===== config.mk =====
export PLATFORM = sky130hd
export DESIGN_NAME = sched_rr_dispatcher_flat
export DESIGN_NICKNAME = d
export VERILOG_FILES = /design/src/rtl/sched_rr_dispatcher_if.sv /design/src/rtl/sched_rr_dispatcher.sv /design/src/flat_wrapper.sv
export SDC_FILE = /design/constraint.sdc
export NUM_CORES = 1
export LEC_CHECK = 0
export ABC_AREA = 0
export BUFFER_PORTS_ARGS = -buffer_cell sky130_fd_sc_hd__buf_2
export CORE_MARGIN = 1.5
export CORE_UTILIZATION = 35
export CTS_CLUSTER_SIZE = 40
export DETAILED_ROUTE_END_ITERATION = 10
export PLACE_DENSITY = 0.85
export SLEW_MARGIN = 40
export SYNTH_ARGS = -nofsm -noshare
export SYNTH_HDL_FRONTEND = slang
export SYNTH_SLANG_ARGS = --single-unit

===== constraint.sdc =====
create_clock -name clk -period 2.3 [get_ports clk]
set_input_delay 0.345 -clock clk [delete_from_list [all_inputs] [get_ports clk]]
set_output_delay 0.345 -clock clk [all_outputs]
set_load 0.02 [all_outputs]

===== src/rtl/sched_rr_dispatcher_if.sv =====
// Request / schedule-issue / completion bundle between requesters, dispatcher and memory side.
// master = environment (requesters + downstream + memory), slave = dispatcher.
interface sched_rr_dispatcher_if #(
  parameter int NUM_REQ = 4,
  parameter int CTX_W   = 32,
  parameter int SCHED_W = 32
);
  localparam int SRC_W = $clog2(NUM_REQ);

  logic [NUM_REQ-1:0]       req_valid;
  logic [NUM_REQ*CTX_W-1:0] req_context;
  logic [NUM_REQ-1:0]       req_ready;
  logic                     sched_valid;
  logic                     sched_ready;
  logic [SCHED_W-1:0]       sched_id;
  logic [SRC_W-1:0]         sched_src;
  logic                     mem_done;

  modport master (
    output req_valid, req_context, sched_ready, mem_done,
    input  req_ready, sched_valid, sched_id, sched_src
  );

  modport slave (
    input  req_valid, req_context, sched_ready, mem_done,
    output req_ready, sched_valid, sched_id, sched_src
  );
endinterface


===== src/rtl/sched_rr_dispatcher.sv =====
// Round-robin dispatcher: accept -> decode (1 cycle) -> issue (held under backpressure) -> wait for mem_done/timeout.
// Optional SCHED_STATS_EN adds saturating per-ID handshake and error counters.
module sched_rr_dispatcher #(
  parameter int NUM_REQ = 4,
  parameter int CTX_W   = 32,
  parameter int SCHED_W = 32,
  parameter int TIMEOUT = 15,
  localparam int SRC_W  = $clog2(NUM_REQ)
) (
  input  logic                 clk,
  input  logic                 rst,
  sched_rr_dispatcher_if.slave bus,
  output logic                 err_pulse,
  output logic [1:0]           err_code,
  output logic                 busy
`ifdef SCHED_STATS_EN
  ,
  output logic [15:0]          stat_s1,
  output logic [15:0]          stat_s2,
  output logic [15:0]          stat_s3,
  output logic [15:0]          stat_err
`endif
);

  typedef enum logic [1:0] {IDLE, DECODE, ISSUE, WAIT} state_t;

  state_t             state_q, state_d;
  logic [SRC_W-1:0]   rr_ptr_q, rr_ptr_d;
  logic [SRC_W-1:0]   src_q, src_d;
  logic [2:0]         cls_q, cls_d;
  logic               sched_valid_q, sched_valid_d;
  logic [SCHED_W-1:0] sched_id_q, sched_id_d;
  logic               err_pulse_q, err_pulse_d;
  logic [1:0]         err_code_q, err_code_d;
  logic [7:0]         cnt_q, cnt_d;

  logic               grant_vld;
  logic [SRC_W-1:0]   grant_idx;
  logic               handshake;

  // First requester at or after rr_ptr, wrapping.
  always_comb begin
    int idx;
    idx       = 0;
    grant_vld = 1'b0;
    grant_idx = '0;
    for (int k = 0; k < NUM_REQ; k++) begin
      idx = int'(rr_ptr_q) + k;
      if (idx >= NUM_REQ) idx = idx - NUM_REQ;
      if (!grant_vld && bus.req_valid[idx]) begin
        grant_vld = 1'b1;
        grant_idx = SRC_W'(idx);
      end
    end
  end

  assign bus.req_ready = (state_q == IDLE && grant_vld) ?
                         ({{(NUM_REQ-1){1'b0}}, 1'b1} << grant_idx) : '0;
  assign handshake     = (state_q == ISSUE) && sched_valid_q && bus.sched_ready;

  always_comb begin
    state_d       = state_q;
    rr_ptr_d      = rr_ptr_q;
    src_d         = src_q;
    cls_d         = cls_q;
    sched_valid_d = sched_valid_q;
    sched_id_d    = sched_id_q;
    err_pulse_d   = 1'b0;
    err_code_d    = err_code_q;
    cnt_d         = cnt_q;
    case (state_q)
      IDLE: begin
        if (grant_vld) begin
          cls_d    = bus.req_context[grant_idx*CTX_W + (CTX_W-3) +: 3];
          src_d    = grant_idx;
          rr_ptr_d = (grant_idx == SRC_W'(NUM_REQ-1)) ? '0 : grant_idx + 1'b1;
          state_d  = DECODE;
        end
      end
      DECODE: begin
        state_d       = ISSUE;
        sched_valid_d = 1'b1;
        case (cls_q)
          3'b001:  sched_id_d = SCHED_W'(1);
          3'b010:  sched_id_d = SCHED_W'(2);
          3'b100:  sched_id_d = SCHED_W'(3);
          default: begin
            sched_valid_d = 1'b0;
            err_pulse_d   = 1'b1;
            err_code_d    = 2'b01;
            state_d       = IDLE;
          end
        endcase
      end
      ISSUE: begin
        if (handshake) begin
          sched_valid_d = 1'b0;
          sched_id_d    = '0;
          cnt_d         = '0;
          state_d       = WAIT;
        end
      end
      WAIT: begin
        // mem_done takes priority over a coincident timeout.
        if (bus.mem_done) begin
          state_d = IDLE;
        end else if (cnt_q == 8'(TIMEOUT-1)) begin
          err_pulse_d = 1'b1;
          err_code_d  = 2'b10;
          state_d     = IDLE;
        end else begin
          cnt_d = cnt_q + 8'd1;
        end
      end
      default: state_d = IDLE;
    endcase
  end

  always_ff @(posedge clk) begin
    if (rst) begin
      state_q       <= IDLE;
      rr_ptr_q      <= '0;
      src_q         <= '0;
      cls_q         <= '0;
      sched_valid_q <= 1'b0;
      sched_id_q    <= '0;
      err_pulse_q   <= 1'b0;
      err_code_q    <= 2'b00;
      cnt_q         <= '0;
    end else begin
      state_q       <= state_d;
      rr_ptr_q      <= rr_ptr_d;
      src_q         <= src_d;
      cls_q         <= cls_d;
      sched_valid_q <= sched_valid_d;
      sched_id_q    <= sched_id_d;
      err_pulse_q   <= err_pulse_d;
      err_code_q    <= err_code_d;
      cnt_q         <= cnt_d;
    end
  end

  assign bus.sched_valid = sched_valid_q;
  assign bus.sched_id    = sched_id_q;
  assign bus.sched_src   = src_q;
  assign err_pulse       = err_pulse_q;
  assign err_code        = err_code_q;
  assign busy            = (state_q != IDLE);

`ifdef SCHED_STATS_EN
  logic [15:0] s1_q, s1_d, s2_q, s2_d, s3_q, s3_d, se_q, se_d;

  always_comb begin
    s1_d = s1_q;
    s2_d = s2_q;
    s3_d = s3_q;
    se_d = se_q;
    if (handshake && sched_id_q == SCHED_W'(1) && s1_q != 16'hFFFF) s1_d = s1_q + 16'd1;
    if (handshake && sched_id_q == SCHED_W'(2) && s2_q != 16'hFFFF) s2_d = s2_q + 16'd1;
    if (handshake && sched_id_q == SCHED_W'(3) && s3_q != 16'hFFFF) s3_d = s3_q + 16'd1;
    if (err_pulse_d && se_q != 16'hFFFF) se_d = se_q + 16'd1;
  end

  always_ff @(posedge clk) begin
    if (rst) begin
      s1_q <= '0;
      s2_q <= '0;
      s3_q <= '0;
      se_q <= '0;
    end else begin
      s1_q <= s1_d;
      s2_q <= s2_d;
      s3_q <= s3_d;
      se_q <= se_d;
    end
  end

  assign stat_s1  = s1_q;
  assign stat_s2  = s2_q;
  assign stat_s3  = s3_q;
  assign stat_err = se_q;
`endif

endmodule


===== src/flat_wrapper.sv =====
// flat-port wrapper written by rule: the top's interface ports become plain ports
module sched_rr_dispatcher_flat 
#(
  parameter int NUM_REQ = 4,
  parameter int CTX_W   = 32,
  parameter int SCHED_W = 32,
  parameter int TIMEOUT = 15,
  localparam int SRC_W  = $clog2(NUM_REQ)
)
  (clk, rst, err_pulse, err_code, busy, bus_req_valid, bus_req_context, bus_sched_ready, bus_mem_done, bus_req_ready, bus_sched_valid, bus_sched_id, bus_sched_src);
  sched_rr_dispatcher_if #(.NUM_REQ(NUM_REQ), .CTX_W(CTX_W), .SCHED_W(SCHED_W)) bus_i ();
  input  logic clk;
  input  logic rst;
  output logic err_pulse;
  output logic [1:0] err_code;
  output logic busy;
  input wire logic [$bits(bus_i.req_valid)-1:0] bus_req_valid;
  input wire logic [$bits(bus_i.req_context)-1:0] bus_req_context;
  input wire logic [$bits(bus_i.sched_ready)-1:0] bus_sched_ready;
  input wire logic [$bits(bus_i.mem_done)-1:0] bus_mem_done;
  output wire logic [$bits(bus_i.req_ready)-1:0] bus_req_ready;
  output wire logic [$bits(bus_i.sched_valid)-1:0] bus_sched_valid;
  output wire logic [$bits(bus_i.sched_id)-1:0] bus_sched_id;
  output wire logic [$bits(bus_i.sched_src)-1:0] bus_sched_src;
  assign bus_i.req_valid = bus_req_valid;
  assign bus_i.req_context = bus_req_context;
  assign bus_i.sched_ready = bus_sched_ready;
  assign bus_i.mem_done = bus_mem_done;
  assign bus_req_ready = bus_i.req_ready;
  assign bus_sched_valid = bus_i.sched_valid;
  assign bus_sched_id = bus_i.sched_id;
  assign bus_sched_src = bus_i.sched_src;
  sched_rr_dispatcher #(.NUM_REQ(NUM_REQ), .CTX_W(CTX_W), .SCHED_W(SCHED_W), .TIMEOUT(TIMEOUT)) u_core (.clk(clk), .rst(rst), .bus(bus_i), .err_pulse(err_pulse), .err_code(err_code), .busy(busy));
endmodule

Word-level counts from Yosys, hierarchy flattened
Cells that the tools add are included.
{"block": "word_totals", "register_bits": 53, "inputBits": 136, "output_inout_bits": 43, "wordCells": 116}
{"block": "op_classes", "n_addsub": 10, "order_cmp": 8, "n_eq_ne": 16, "shift": 2, "muxes": 50, "n_reduce_logical": 21}
{"operator": "$mux W32", "count": 5}
{"operator": "$lt A32 B4 Y1 const B", "count": 4}
{"operator": "$shiftx A128 B33 Y3", "count": 1}
{"operator": "$ge A32 B4 Y1 const B", "count": 3}
{"operator": "$pmux W32 S3", "count": 1}
{"operator": "$sub A32 B4 Y32 const B", "count": 3}
{"operator": "$pmux W32 S2", "count": 1}
{"operator": "$mux W2", "count": 13}
{"operator": "$mux W8", "count": 3}
{"operator": "$mux W1", "count": 17}
{"operator": "$pmux W8 S2", "count": 1}
{"operator": "$add A7 B5 Y8 const B", "count": 1}
{"operator": "$add A8 B1 Y8 const B", "count": 1}
{"operator": "$bmux W1 S2", "count": 4}
{"operator": "$eq A8 B4 Y1 const B", "count": 1}
{"operator": "$pmux W2 S4", "count": 1}
{"operator": "$reduce_and A4 Y1", "count": 2}
{"operator": "$reduce_bool A2 Y1", "count": 4}
{"operator": "$add A2 B2 Y3 const B", "count": 2}
{"operator": "$eq A2 B2 Y1 const B", "count": 3}
{"operator": "$logic_and A1 B1 Y1", "count": 6}
{"operator": "$ne A2 B1 Y1 const B", "count": 3}
{"operator": "$ne A2 B2 Y1 const B", "count": 3}
{"operator": "$reduce_and A3 Y1", "count": 2}
{"operator": "18 further kinds", "count": 22}

Longest topological paths before layout
Gate-level depths: netlist of run 1.
{"block": "logic_depth", "ltp_word": 17, "depth_mapped": 8, "ltp_nobuf": 7}

Least setup slack after synthesis of run 1
OpenSTA, ideal clock, no wires.
{"block": "synth_timing", "kind": "reg-to-reg", "start": "register u_core.state_q[0]", "end": "register u_core.cnt_q[7]", "setup_time_ns": 0.136, "t_arrival_ns": 1.698, "required_ns": 2.164, "slack_ns": 0.467, "stages_incl_launch_ff": 8, "n_path_buf": 0, "period_less_slack_ns": 1.833, "path_cell_list": "dfxtp_1 -> inv_1 -> ha_1 -> a21bo_2 -> nand4_1 -> a2111oi_0 -> xnor2_1 -> nor2_1"}
{"block": "synth_between", "elab_chain_cells": 5, "elab_cells_between_ends": 10, "cone_classes": "eq/ne (5); mux (1); reduce/logical (4)"}
{"item": "start, declared", "line": "sched_rr_dispatcher.sv:27", "text": "state_t state_q, state_d;"}
{"item": "start signal, assigned", "line": "sched_rr_dispatcher.sv:131", "text": "state_q <= state_d;"}
{"item": "$eq A2 B2 Y1", "line": "sched_rr_dispatcher.sv:59, sched_rr_dispatcher.sv:71"}
{"item": "$logic_and A1 B1 Y1 (2 in a row)", "line": "sched_rr_dispatcher.sv:59", "text": "assign handshake = (state_q == ISSUE) && sched_valid_q && bus.sched_ready;"}
{"item": "$ne A2 B1 Y1 (no line)"}
{"item": "$reduce_and A4 Y1 (no line)"}
{"item": "end signal, assigned", "line": "sched_rr_dispatcher.sv:139", "text": "cnt_q <= cnt_d;"}
{"item": "end, declared", "line": "sched_rr_dispatcher.sv:35", "text": "logic [7:0] cnt_q, cnt_d;"}
Parallel ways exist; a longest one is shown, timed or not.
A chain may end at the register's enable or synchronous reset.

Worst setup path after layout of run 1
{"block": "layout_timing", "start": "register u_core.rr_ptr_q[1]", "end": "output port bus_req_ready[2]"}
{"block": "layout_between", "elab_chain_cells": 17, "elab_cells_between_ends": 44, "cone_classes": "add/sub (7); order compare (4); shift (1); mux (25); reduce/logical (7)"}
{"item": "start, declared", "line": "sched_rr_dispatcher.sv:28", "text": "logic [SRC_W-1:0] rr_ptr_q, rr_ptr_d;"}
{"item": "start signal, assigned", "line": "sched_rr_dispatcher.sv:132", "text": "rr_ptr_q <= rr_ptr_d;"}
{"item": "branches (longest 14 deep; another with $sub A32 B4 Y32)"}
{"item": "$mux W2 (*)", "line": "sched_rr_dispatcher.sv:50", "text": "if (!grant_vld && bus.req_valid[idx]) begin"}
{"item": "net u_core.grant_idx[0]", "line": "sched_rr_dispatcher.sv:38", "text": "logic [SRC_W-1:0] grant_idx;"}
{"item": "$shl A1 B2 Y4 (*)", "line": "sched_rr_dispatcher.sv:58", "text": "({{(NUM_REQ-1){1'b0}}, 1'b1} << grant_idx) : '0;"}
{"item": "$mux W4 (*)", "line": "sched_rr_dispatcher.sv:57", "text": "assign bus.req_ready = (state_q == IDLE && grant_vld) ?"}
{"item": "end, declared", "line": "flat_wrapper.sv:21", "text": "output wire logic [$bits(bus_i.req_ready)-1:0] bus_req_ready;"}
Mark *: on every way through the listed nets, which the timed path passes. The select of a mux whose other input is x is not followed.

==> impl_results.md, run 1 <==
- Status: finished clean
- Antenna viol nets, final: 0
- Fmax: 454 MHz
- Most common cell after layout, fill and taps aside: buf_2
- Worst path slowest cell: dfxtp_1
- Die X: 71.8 µm
- Clock tree buffer depth: 2
- Global-route usage over all layers: 0.123
- Synth Flop Type: dfxtp_1
- Max VDD drop: 0.475 mV
- CP required: 1.96 ns
- Yosys warns: 0
- Post-DP Area: 1750 µm²
- Final Hold Viols: 0
- Synth cell types: 50
- Grt ovf: 0
- Sequential fraction of the synthesis area: 0.278
- Port buffer count: 32
- Pin count of the biggest net entering global routing: 19
- Starting Density: 0.373
- Area Growth Syn to Fin: 8.84%
- Post-synth EDFFs: 0
- Final period util: 0.959
- Hold WC Path Type: in -> reg
- Die area: 5150 µm²
- Vias/cell: 4.93
- Critical path type: reg -> out
- Post-CTS Resized: 0
- Most frequent cells in the layout: 32 x buf_2, 30 x conb_1, 23 x dfxtp_1
- Initial antenna violation count: 0
- Clock Skew: 0.00408 ns
- Die height: 71.8 µm
- H-tree levels: 1
- Synth Instances: 200
- Average size of a mapped cell: 8.28 µm²
- Max cap viols: 0
- Post-CTS Setup Inserts: 0
- Clock transition at the registers of the reported paths: 0.08 ns
- Worst Path Max Fanout: 5
- CTS root buffer: clkbuf_8
- Pwr dens: 713 nW/µm²
- DR iter-0 viols: 127
- Clock Latency Late Sink: 0.27 ns
- Post-layout nets: 379
- Worst Setup End Kind: primary output
- Post-synthesis cell area: 1660 µm²
- Placed cell count: 279
- CP peak stage delay: 0.45 ns
- Crit start category: flop
- CTS tree: done
- Sink Count: 23
- FF+latch count, synth: 23
- Pre-antenna DRT Iters: 6
- Core outline area: 4440 µm²
- Non-filler cells, final: 283
- Worst-path cell chain: mux2i_1, o22ai_1, nor2_2, inv_1, ha_1, and2_1, buf_2
- Layout cell share with drive strength beyond 1: 0.216
- TritonCTS Buffers: 3
- Number of global-route vias before repair: 1218
- Routed WL per cell: 11.3 µm
- Top Ports: 179
- Leak: 0.819 nW
- Slew margin rel.: 0.558
- Max-slew violations: 0
- Pin slew with the least headroom to its limit: 0.662 ns
- Via count: 1395
- Residual DRC: 0
- N_diodes: 0
- Final wirelength: 3190 µm
- Finished Cell Area: 1800 µm²
- Final setup vio count: 0
- Setup_tns: 0 ns
- First-pass GRT wire length: 5250 µm
- Hold_buf cts: 0
- Arr. time, crit path: 1.86 ns
- Post-synth ARST share: 0
- Final GP Congestion: 0.834
- Family with the most delay on the worst path: flip-flops
- Number of buffers and inverters on the critical path: 2
- HPWL after detailed placement: 2500 µm
- Util after Layout: 0.406
- Num rows: 24
- Minimum clock period: 2.20 ns
- Hold Slack: 0.376 ns
-- state kept, by name, summed over array words and instances (netlist names), named ones only --
| register | count |
|---|---|
| u_core.cnt_q | 8 |
| u_core.cls_q | 3 |
| u_core.bus.sched_id | 2 |
| u_core.bus.sched_src | 2 |
| u_core.err_code | 2 |
| u_core.rr_ptr_q | 2 |
| u_core.bus.sched_valid | 1 |
| u_core.err_pulse | 1 |
| u_core.state_q | 1 |
-- per-layer routing --
metal / global-route usage / vias to the layer above / wire [µm]
met4: 0.0294 / 0 / 54
met5: 0 / - / 0
met3: 0.0309 / 10 / 211
met2: 0.213 / 60 / 1500
li1: - / 692 / -
met1: 0.153 / 633 / 1420
-- path summary, 6_finish.rpt --
| kind | from | endpoint | slack [ns] | cells past startpoint |
|---|---|---|---|---|
| worst max-delay path | u_core.rr_ptr_q[1]$_SDFFE_PP0P_ | bus_req_ready[2] | 0.1 | 7 |
| worst max register to register | u_core.state_q[0]$_SDFFE_PP0P_ | u_core.cnt_q[7]$_SDFFE_PP0P_ | 0.23 | 7 |
| worst min register to register | u_core.bus.sched_id[0]$_SDFFE_PP0P_ | u_core.bus.sched_id[0]$_SDFFE_PP0P_ | 0.48 | 2 |
| worst min-delay path | bus_mem_done | u_core.err_pulse$_SDFF_PP0_ | 0.38 | 4 |
-- per-stage QoR --
| step | setup WS, ns | power (mW) |
|---|---|---|
| floorplan | 0.467 | 0.950 |
| global placement | 0.313 | 1.02 |
| detailed placement | 0.252 | 1.03 |
| CTS | 0.0631 | 1.29 |
| global route | -0.0138 | 1.37 |
| finish | 0.0954 | 1.29 |
-- report_power, final --
group,total [mW],internal [mW],switching (mW)
Combinational,0.517,0.206,0.311
Sequential,0.517,0.454,0.0631
Clock,0.251,0.121,0.130
Total,1.29,0.781,0.505
-- tightest hold or removal path: cells and delay by family --
family                 cells  cell delay, ns
AO/OA/AOI/OAI              1            0.05
buffers and inverters      1            0.08
AND/OR/NAND/NOR            2            0.12
-- cell families (layout without fill, tap and decap cells) --
logic type               count (synthesis)  in the layout  synth area share
other                                    1             30           0.00226
buffers and inverters                   48             50             0.178
flip-flops                              23             23             0.278
multiplexers                             8              8            0.0574
AND/OR/NAND/NOR                         62             62             0.193
AO/OA/AOI/OAI                           39             39             0.166
XOR/XNOR                                 8              8            0.0423
adder cells (fa/ha/maj)                 11             11            0.0831
-- Yosys cell counts, drive strengths merged, types with 5 or more instances --
master | n | area share
buf | 31 | 0.14
dfxtp | 23 | 0.28
nor2 | 22 | 0.050
a21oi | 13 | 0.039
inv | 13 | 0.031
ha | 11 | 0.083
nand2 | 8 | 0.020
xnor2 | 7 | 0.037
mux2 | 6 | 0.045
nand2b | 5 | 0.019
-- layout make-up --
| class | count | area (µm²) |
|---|---|---|
| timing repair buffer | 33 | 168 |
| clock buffer | 3 | 41.3 |
| sequential | 23 | 460 |
| fill | 453 | 2640 |
| inverter | 13 | 51.3 |
| multi-input combinational | 158 | 1010 |
| tap | 52 | 65.1 |
| clock inverter | 1 | 5.00 |
(Power assumes the default switching activity.)
==> inputs of run 2 (changes only) <==
RECOVER_POWER = 25   (was unset)
==> run 2 against run 1 <==
Compared with the run above:
- combinational power shrank 1%
- final cell count did not move
- sequential cell count unchanged
- global-route usage stayed put
- die area is the same
- register-to-register slack about the same
- highest routed layer unchanged
- critical path type unchanged
- critical path depth unchanged
- sequential power about the same
- count of clock-buffer cells in the layout unchanged
==> impl_results.md, run 2 (synthesis results as in run 1) <==
- Crit start category: flop
- Pre-antenna DRT Iters: 6
- Status: finished clean
- Global-route usage over all layers: 0.123
- CTS root buffer: clkbuf_8
- Antenna viol nets, final: 0
- Leak: 0.786 nW
- N_diodes: 0
- Initial antenna violation count: 0
- Largest registers: u_core.cnt_q (8), u_core.cls_q (3)
- Port buffer count: 32
- H-tree levels: 1
- Hold path depth: 4
- Hold WC Path Type: in -> reg
- TritonCTS Buffers: 3
- Reg2reg start: u_core.state_q[0]$_SDFFE_PP0P_
- Worst Setup End Kind: primary output
- Most common cell after layout, fill and taps aside: conb_1
- Worst Path Max Fanout: 5
- Final GP Congestion: 0.834
- Starting Density: 0.373
- Routed WL per cell: 11.3 µm
- Final period util: 0.958
- Max VDD drop: 0.474 mV
- Minimum clock period: 2.20 ns
- Max cap viols: 0
- Placed cell count: 279
- R2R depth: 7
- Pin count of the biggest net entering global routing: 19
- Top Ports: 179
- Area Growth Syn to Fin: 8.23%
- Post-layout nets: 379
- Largest register FFs: 8
- Layout cell share with drive strength beyond 1: 0.182
- Die X: 71.8 µm
- Sink Count: 23
- Critical path type: reg -> out
- Fmax: 454 MHz
- HPWL after detailed placement: 2500 µm
- Die height: 71.8 µm
- Clock Skew: 0.00411 ns
- Final Hold Viols: 0
- Num rows: 24
- DR iter-0 viols: 109
- First-pass GRT wire length: 5250 µm
- Reg with most FFs: u_core.cnt_q
- Final setup vio count: 0
- Most frequent cells in the layout: 30 x conb_1, 24 x buf_2, 23 x dfxtp_1
- Arr. time, crit path: 1.86 ns
- Post-CTS Setup Inserts: 0
- Residual DRC: 0
- R2r endpoint: u_core.cnt_q[7]$_SDFFE_PP0P_
- CP required: 1.96 ns
- FF-to-FF setup slack: 0.23 ns
- Grt ovf: 0
- Number of global-route vias before repair: 1218
- Final wirelength: 3200 µm
- Dpl ws: 0.252 ns
- Slew margin rel.: 0.565
- Non-filler cells, final: 283
- WHS Endpoint: u_core.err_pulse$_SDFF_PP0_
- Final WS setup: 0.0959 ns
- Hold Path Origin: bus_mem_done
- Clock tree buffer depth: 2
- Via count: 1397
- CTS tree: done
- Worst path slowest cell: dfxtp_1
- Die area: 5150 µm²
- Clock transition at the registers of the reported paths: 0.08 ns
- CP startpoint: u_core.rr_ptr_q[1]$_SDFFE_PP0P_
- Clock Latency Late Sink: 0.27 ns
- Pwr dens: 713 nW/µm²
- Vias/cell: 4.94
- Max-slew violations: 0
- CP peak stage delay: 0.45 ns
- Core outline area: 4440 µm²
- Worst-path cell chain: mux2i_1, o22ai_1, nor2_2, inv_1, ha_1, and2_1, buf_2
- Pin slew with the least headroom to its limit: 0.651 ns
[run 2: cell count changes in the layout (fill, tap and decap cells not counted), sizes merged]
| cell | before | now |
|---|---|---|
| buf | 33 | 25 |
| clkbuf | 3 | 11 |
[run 2: final cells by class]
class	instances	area [µm²]
clock inverter	1	5.00
fill	457	2650
inverter	13	51.3
tap	52	65.1
clock buffer	3	41.3
timing repair buffer	33	158
sequential	23	460
multi-input combinational	158	1010
[run 2: layer usage]
metal	wire length, µm	track usage	vias up
met4	63	0.0294	0
li1	-	-	693
met3	220	0.0309	11
met1	1420	0.153	630
met2	1490	0.213	63
met5	0	0	-
[run 2: stage by stage]
stage	TNS (ns)	cell area [µm²]	total power, mW	hold WS (ns)	utilization
2_1_floorplan	0	1770	0.950	0.478	-
3_3_place_gp	0	1750	1.02	0.457	0.395
3_5_place_dp	0	1750	1.03	0.471	0.395
4_1_cts	0	1800	1.29	0.373	0.405
5_1_grt	-0.0138	1790	1.37	0.427	0.403
6_report	0	1790	1.28	0.376	0.403
[run 2: report_power, final]
part	switching, mW	internal (mW)	leakage, nW	total (mW)
combinational	0.311	0.199	0.573	0.510
sequential	0.0638	0.454	0.188	0.518
clock	0.130	0.121	0.0255	0.251
[run 2: how the worst max path moves through the flow]
| stage | endpoint | slack (ns) | depth (start not counted) |
|---|---|---|---|
| final | bus_req_ready[2] | 0.1 | 7 |
| after global routing | bus_req_ready[2] | -0.01 | 7 |
| after CTS | bus_req_ready[2] | 0.06 | 7 |
| after detailed placement | u_core.cnt_q[7]$_SDFFE_PP0P_ | 0.25 | 7 |
| after global placement | u_core.cnt_q[7]$_SDFFE_PP0P_ | 0.31 | 7 |
| after floorplan | u_core.cnt_q[7]$_SDFFE_PP0P_ | 0.47 | 7 |
[run 2: repair_timing]
action                     4_1_cts  5_1_grt
setup endpoints to repair        0        2
hold buffers                     0        0
gates resized for setup          0        1
[run 2: worst max-delay path: cells and delay by family, from the launching register on]
kind,cells,cell delay [ns]
AO/OA/AOI/OAI,1,0.15
adder cells (fa/ha/maj),1,0.19
buffers and inverters,2,0.24
flip-flops,1,0.45
multiplexers,1,0.21
AND/OR/NAND/NOR,2,0.35
